**config.mk**
```make
export PLATFORM = sky130hd
export DESIGN_NAME = seq_multiplier
export DESIGN_NICKNAME = d
export VERILOG_FILES = /design/src/rtl/seq_multiplier.sv
export SDC_FILE = /design/constraint.sdc
export NUM_CORES = 1
export LEC_CHECK = 0
export CELL_PAD_IN_SITES_DETAIL_PLACEMENT = 1
export CELL_PAD_IN_SITES_GLOBAL_PLACEMENT = 2
export CORE_MARGIN = 5
export CORE_UTILIZATION = 34
export DETAILED_ROUTE_END_ITERATION = 10
export GPL_ROUTABILITY_DRIVEN = 0
export PLACE_DENSITY_LB_ADDON = 0.15
export SLEW_MARGIN = 0
export SYNTH_ARGS = -nofsm -noshare
export SYNTH_HDL_FRONTEND = slang
export SYNTH_SLANG_ARGS = --single-unit
```
**constraint.sdc**
```tcl
create_clock -name clk -period 5.1 [get_ports clk]
set_input_delay 0.51 -clock clk [delete_from_list [all_inputs] [get_ports clk]]
set_output_delay 0.51 -clock clk [all_outputs]
set_load 0.05 [all_outputs]
```
**src/rtl/seq_multiplier.sv**
```systemverilog
// Iterative unsigned shift-and-add multiplier for the M-extension datapath.
// Ports: clk, rst_n, start/ready handshake, A/B operands, busy, done pulse, 2N-bit product.

module seq_multiplier_rca #(
  parameter int W = 8
) (
  input  logic [W-1:0] a_i,
  input  logic [W-1:0] b_i,
  input  logic         c_i,
  output logic [W-1:0] s_o,
  output logic         c_o
);

  logic [W:0] c;

  assign c[0] = c_i;

  for (genvar i = 0; i < W; i++) begin : g_fa
    assign s_o[i]  = a_i[i] ^ b_i[i] ^ c[i];
    assign c[i+1]  = (a_i[i] & b_i[i]) |
                     (c[i] & (a_i[i] ^ b_i[i]));
  end

  assign c_o = c[W];

endmodule

module seq_multiplier #(
  parameter int N = 8
) (
  input  logic           clk,
  input  logic           rst_n,
  input  logic           start,
  input  logic [N-1:0]   A,
  input  logic [N-1:0]   B,
  output logic           ready,
  output logic           busy,
  output logic           done,
  output logic [2*N-1:0] product
);

  localparam int CW = $clog2(N);

  typedef enum logic [1:0] {
    S_IDLE,
    S_RUN,
    S_DONE
  } state_e;

  state_e         state_q;
  logic [N-1:0]   m_q;
  logic [2*N-1:0] p_q;
  logic [2*N-1:0] p_d;
  logic [CW-1:0]  cnt_q;
  logic [2*N-1:0] prod_q;

  logic [N-1:0]   add_b;
  logic [N-1:0]   sum;
  logic           cout;
  logic           last;

  // Only add the multiplicand when the current multiplier bit is set.
  assign add_b = p_q[0] ? m_q : '0;

  seq_multiplier_rca #(
    .W (N)
  ) u_rca (
    .a_i (p_q[2*N-1:N]),
    .b_i (add_b),
    .c_i (1'b0),
    .s_o (sum),
    .c_o (cout)
  );

  // Carry becomes the new MSB; the consumed multiplier bit drops out.
  assign p_d  = {cout, sum, p_q[N-1:1]};
  assign last = (cnt_q == CW'(N - 1));

  always_ff @(posedge clk or negedge rst_n) begin
    if (!rst_n) begin
      state_q <= S_IDLE;
      m_q     <= '0;
      p_q     <= '0;
      cnt_q   <= '0;
      prod_q  <= '0;
    end else begin
      unique case (state_q)
        S_IDLE, S_DONE: begin
          if (start) begin
            m_q     <= A;
            p_q     <= {{N{1'b0}}, B};
            cnt_q   <= '0;
            state_q <= S_RUN;
          end else begin
            state_q <= S_IDLE;
          end
        end
        S_RUN: begin
          p_q <= p_d;
          if (last) begin
            prod_q  <= p_d;
            state_q <= S_DONE;
          end else begin
            cnt_q <= cnt_q + CW'(1);
          end
        end
        default: state_q <= S_IDLE;
      endcase
    end
  end

  assign ready   = (state_q != S_RUN);
  assign busy    = (state_q == S_RUN);
  assign done    = (state_q == S_DONE);
  assign product = prod_q;

endmodule

```
[After elaboration in Yosys (flattened, before gate mapping)]
Cells that the tools add are included.
Operators by class
  bitwise operators: 37
  reductions and logical operators: 7
  multiply operators: 0
  eq/ne operators: 7
  $add $sub $neg: 1
  shift operators: 0
  $lt $le $gt $ge: 0
  div/mod/pow operators: 0
  multiplexer cells: 9
Operator list (count)
  one-hot mux 16 bit (2 select lines): 1
  two-way mux 16 bit: 1
  bitwise AND 1 bit: 15
  XOR 1 bit: 15
  two-way mux 8 bit: 1
  OR 1 bit: 7
  two-way mux 3 bit: 2
  one-hot mux 3 bit (2 select lines): 1
  AND reduction 2 bit: 3
  != test 2 x 1 -> 1 bit, second input constant: 2
  != test 2 bit, second input constant: 2
  one-hot mux 2 bit (2 select lines): 1
  adder 3 x 1 -> 3 bit, second input constant: 1
  equality test 3 bit, second input constant: 1
  AND reduction 3 bit: 1
  equality test 2 x 1 -> 1 bit, second input constant: 1
  equality test 2 bit, second input constant: 1
  logical NOT 2 bit: 1
  two-way mux 2 bit: 1
  nonzero test 2 bit: 1
  OR reduction 2 bit: 1
  two-way mux 1 bit: 1
Storage, ports and cells
  bits in read-only memories: 0
  logic and storage cells: 66
  register bits after elaboration: 45
  memory bits (writable): 0
  input port bits: 19
  latch bits: 0
  output and inout bits: 19
  memories: 0

[Depth between registers and ports, before layout]
  depth after elaboration: 17
  mapped depth: 17
  mapped depth without buffers: 16

[Modules after synthesis]
Synthesis repeated with hierarchy kept, for this count alone.
Unflattened totals
  cell total of the unflattened synthesis: 164
  area total of the unflattened synthesis: 2309.7 sq um
Modules (own cells, without submodules)
  seq_multiplier: instances 1, area an instance 2112.0 sq um, seq. area each 1126.1 sq um, cells an instance 146
  seq_multiplier_rca: instances 1, area an instance 197.7 sq um, seq. area each 0.0 sq um, cells an instance 18

[Worst setup path before layout]
Ideal clock, no wire load.
  path type: reg-to-reg
  start point: register p_q[0]
  end point: register p_q[14]
  path slack: 1.486 ns
  setup time: 0.121 ns
  cell stages (with the launch flop): 18
  data required time: 4.979 ns
  clock period less this slack: 3.614 ns
  arrival time: 3.493 ns
  path buffers: 1
  cell sequence: dfrtp_1 > clkbuf_1 > and2_1 > ha_1 > inv_1 > fa_1 > inv_1 > fa_1 > inv_1 > fa_1 > inv_1 > fa_1 > inv_1 > fa_1 > fa_1 > fa_1 > mux2i_1 > a22o_1
On the way
  word-level cells in the longest chain between the ends: 16
  elaborated cells between the ends (all ways): 29
  those cells by class: mux (2); bitwise (27)
RTL lines
  from (decl): line 52  | logic [2*N-1:0] p_q;
  from (signal assigned): line 91  | p_q <= {{N{1'b0}}, B};
  from (signal assigned): line 99  | p_q <= p_d;
  two-way mux 8 bit (*): line 63  | assign add_b = p_q[0] ? m_q : '0;
  bitwise AND 1 bit or XOR 1 bit (tied branches): line 20, 21
  bitwise AND 1 bit: line 21  | (c[i] & (a_i[i] ^ b_i[i]));
  OR 1 bit: line 20  | assign c[i+1] = (a_i[i] & b_i[i]) |
  bitwise AND 1 bit: line 21
  OR 1 bit: line 20
  bitwise AND 1 bit: line 21
  OR 1 bit: line 20
  bitwise AND 1 bit: line 21
  OR 1 bit: line 20
  bitwise AND 1 bit: line 21
  OR 1 bit: line 20
  bitwise AND 1 bit: line 21
  OR 1 bit: line 20
  XOR 1 bit (*): line 19  | assign s_o[i] = a_i[i] ^ b_i[i] ^ c[i];
  one-hot mux 16 bit (2 select lines) (*): line 87  | unique case (state_q)
Mark *: on every way between the ends. The rest lies on a longest branch, timed or not.
A chain may end at the register's enable or synchronous reset.

[Worst setup path after layout]
Same ends and word-level chain as after synthesis.

==> results_dict.tcl <==
set metrics [dict create \
    clk-insertion-delay-late_ns 0.29 \
    status "finished, final reports clean" \
    number_of_antenna_violating_nets_in_the_routed_design 0 \
    place_hpwl_um 3370 \
    area_delta_synth_final_pct 23.4 \
    yosys_register_bits 45 \
    clk_transition_reported_paths_ns 0.08 \
    io_pins 38 \
    worstPathCellList "and2_1 > ha_1 > inv_1 > fa_1 > inv_1 > fa_1 > inv_1 > fa_1 > inv_1 > fa_1 > inv_1 > fa_1 > fa_1 > fa_1 > mux2i_1 > a22o_1" \
    hold_buf_cts 0 \
    yosys.area.top_type_share_pct 52.4 \
    critical_path.most_common_cell "sky130_fd_sc_hd__fa_1" \
    clock_sinks 45 \
    post_drt_via_cell_ratio 5.03 \
    slowest_cp_cell "sky130_fd_sc_hd__fa_1" \
    final.period_utilization_pct 73.4 \
    synth_area_leaders "sky130_fd_sc_hd__dfrtp_1 52%, sky130_fd_sc_hd__fa_1 6.5%, sky130_fd_sc_hd__mux2_2 6.3%, sky130_fd_sc_hd__mux2i_1 4.2%, sky130_fd_sc_hd__mux2_1 3.7%" \
    ctsLongestPathBuffers 2 \
    grt_antenna_before_repair 0 \
    post_drt_wl_per_cell_um 16.0 \
    timing.critical_path.max_delay_family "adder cells" \
    track_usage_pct 13.5 \
    worst_ep_arrival_time_ns 3.93 \
    worst-endpoint-required_ns 5.29 \
    timing.max_cap.violations 0 \
    die_height_um 89.5 \
    clock_tree.htree_level_count 2 \
    die-width_um 89.5 \
    floorplan_core_area_mm2 0.00624 \
    clockRootBuffer "sky130_fd_sc_hd__clkbuf_8" \
    cts_resized 0 \
    slew_headroom_pct 32.2 \
    totalNegativeSetupSlack_ns 0 \
    total_power_mw 1.86 \
    cp-start-kind "register" \
    hold_viol 0 \
    wl_um 4680 \
    post_synth.cell_area_avg_um2 11.9 \
    critical_path_peak_fanout 9 \
    io_buffers 37 \
    pwr_density_cell_mw_per_mm2 702 \
    p_leak_nw 1.12 \
    timing.final.setup_violations 0 \
    grt_max_degree 46 \
    crit_buf_inv 5 \
    netlist_area_before_placement_mm2 0.00215 \
    worstSetupPathType "register to register" \
    achievable-frequency_mhz 267 \
    floorplan.initialDensity_pct 34.5 \
    std_cell_rows 29 \
    dieArea_mm2 0.00802 \
    timing_max_transition_violations_final 0 \
    via_count_of_the_first_global_routing_pass 1654 \
    detail_route.drc_violations 0 \
    layout_commonest_cell "sky130_fd_sc_hd__dfrtp_1" \
    cts_made_buffers 5 \
    worst_clock_skew_ns 0.00649 \
    yosys.area.top_type "sky130_fd_sc_hd__dfrtp_1" \
    worst_slew_pin_slew_ns 1.02 \
    tritoncts "done" \
    synth-warning-count 0 \
    finish.net_count 245 \
    peakVddDrop_v 0.000324 \
    vias 1473 \
    gr-total-overflow 0 \
    antennaDiodeCount 0 \
    finalCriticalPeriod_ns 3.74 \
    worst_min_path_class "input pin to asynchronous set/reset pin" \
    synthDistinctLibCells 26 \
    detailedRoute.firstIterationViolations 35 \
    post_cts_buffers 0 \
    rsz0062_at_grt "false" \
    syn_nets 210 \
    worst_path_largest_cell_delay_ns 0.52 \
    crit_path_end_kind "register" \
    most-common-layout-cells "45 x sky130_fd_sc_hd__dfrtp_1, 36 x sky130_fd_sc_hd__clkdlybuf4s50_1, 19 x sky130_fd_sc_hd__nand2_1" \
    post_route_cells_drive_above_1_share_pct 10.2 \
    drt_pre_antenna_iters 4 \
    ys_seq_area_share_pct 52.4 \
    grt_first_pass_wirelength_um 8090 \
    synthesis.instances 181 \
]
[synth_stat cells]
| cell type | instances |
|---|---|
| sky130_fd_sc_hd__dfrtp_1 | 45 |
| sky130_fd_sc_hd__nand2_1 | 19 |
| sky130_fd_sc_hd__inv_1 | 12 |
| sky130_fd_sc_hd__mux2_2 | 12 |
| sky130_fd_sc_hd__mux2i_1 | 9 |
| sky130_fd_sc_hd__nor2b_1 | 9 |
| sky130_fd_sc_hd__o21ai_0 | 9 |
| sky130_fd_sc_hd__a22o_1 | 8 |
| sky130_fd_sc_hd__a211oi_1 | 7 |
| sky130_fd_sc_hd__a21oi_1 | 7 |
| sky130_fd_sc_hd__fa_1 | 7 |
| sky130_fd_sc_hd__mux2_1 | 7 |
| sky130_fd_sc_hd__buf_2 | 6 |
| sky130_fd_sc_hd__and2_1 | 3 |
| sky130_fd_sc_hd__ha_1 | 3 |
| sky130_fd_sc_hd__nor2_1 | 3 |
| sky130_fd_sc_hd__a21o_1 | 2 |
| sky130_fd_sc_hd__buf_4 | 2 |
| sky130_fd_sc_hd__clkbuf_1 | 2 |
| sky130_fd_sc_hd__nand3_1 | 2 |
| sky130_fd_sc_hd__o211ai_1 | 2 |
| sky130_fd_sc_hd__nand2b_2 | 1 |
| sky130_fd_sc_hd__nand3b_2 | 1 |
| sky130_fd_sc_hd__o2bb2ai_1 | 1 |
| sky130_fd_sc_hd__o31ai_1 | 1 |
| sky130_fd_sc_hd__xor2_1 | 1 |
[area by class of cell]
class / count / area (um^2)
fill: 671 / 3590
sequential: 45 / 1130
multi-input combinational: 114 / 927
timing repair buffer: 38 / 373
tap: 77 / 96.3
clock buffer: 7 / 86.3
inverter: 12 / 45.0
[kinds of logic after synthesis]
group           count (synthesis)  share of synthesized area, %
compound gates                 37                          11.6
flops                          45                          52.4
simple gates                   38                          8.73
fa+ha+maj                      10                          8.26
buf+inv                        22                          4.54
xor+xnor                        1                         0.407
mux                            28                          14.1
[worst paths after layout]
path	startpoint	end	slack, ns	cells after the start
worst max register to register	p_q[0]	p_q[14]	1.36	16
worst min register to register	product[12]	product[12]	0.49	2
worst max-delay path	p_q[0]	p_q[14]	1.36	16
worst min-delay path	rst_n	product[4]	0.39	1
min in group clk	product[12]	product[12]	0.49	2
max in group asynchronous	rst_n	product[1]	4.08	1
[state kept, by name (all words and copies together) (netlist names)]
register and cells:
m_q 8, p_q 16, product 16, state_q 2, cnt_q 3
[power breakdown]
group          switching [mW]  internal [mW]
combinational           0.568          0.418
sequential              0.123          0.532
clock                   0.113          0.108
[metal layers]
layer	track usage (%)	routed length [um]	vias up
met1	16.3	1990	760
li1	-	-	688
met2	22.8	2440	19
met3	4.06	172	6
met5	0	0	-
met4	4.74	70	0
[stage by stage]
stage | hold WS (ns) | setup slack (ns) | cells | area [um^2] | util, %
detailed placement | 0.482 | 1.33 | 286 | 2570 | 41.1
CTS | 0.415 | 1.31 | 293 | 2650 | 42.5
global placement | 0.464 | 1.46 | 286 | 2570 | 41.1
finish | 0.386 | 1.36 | 293 | 2650 | 42.5
floorplan | 0.214 | 1.49 | 181 | 2150 | -
global route | 0.471 | 1.23 | 293 | 2650 | 42.5
(Power assumes the default switching activity.)
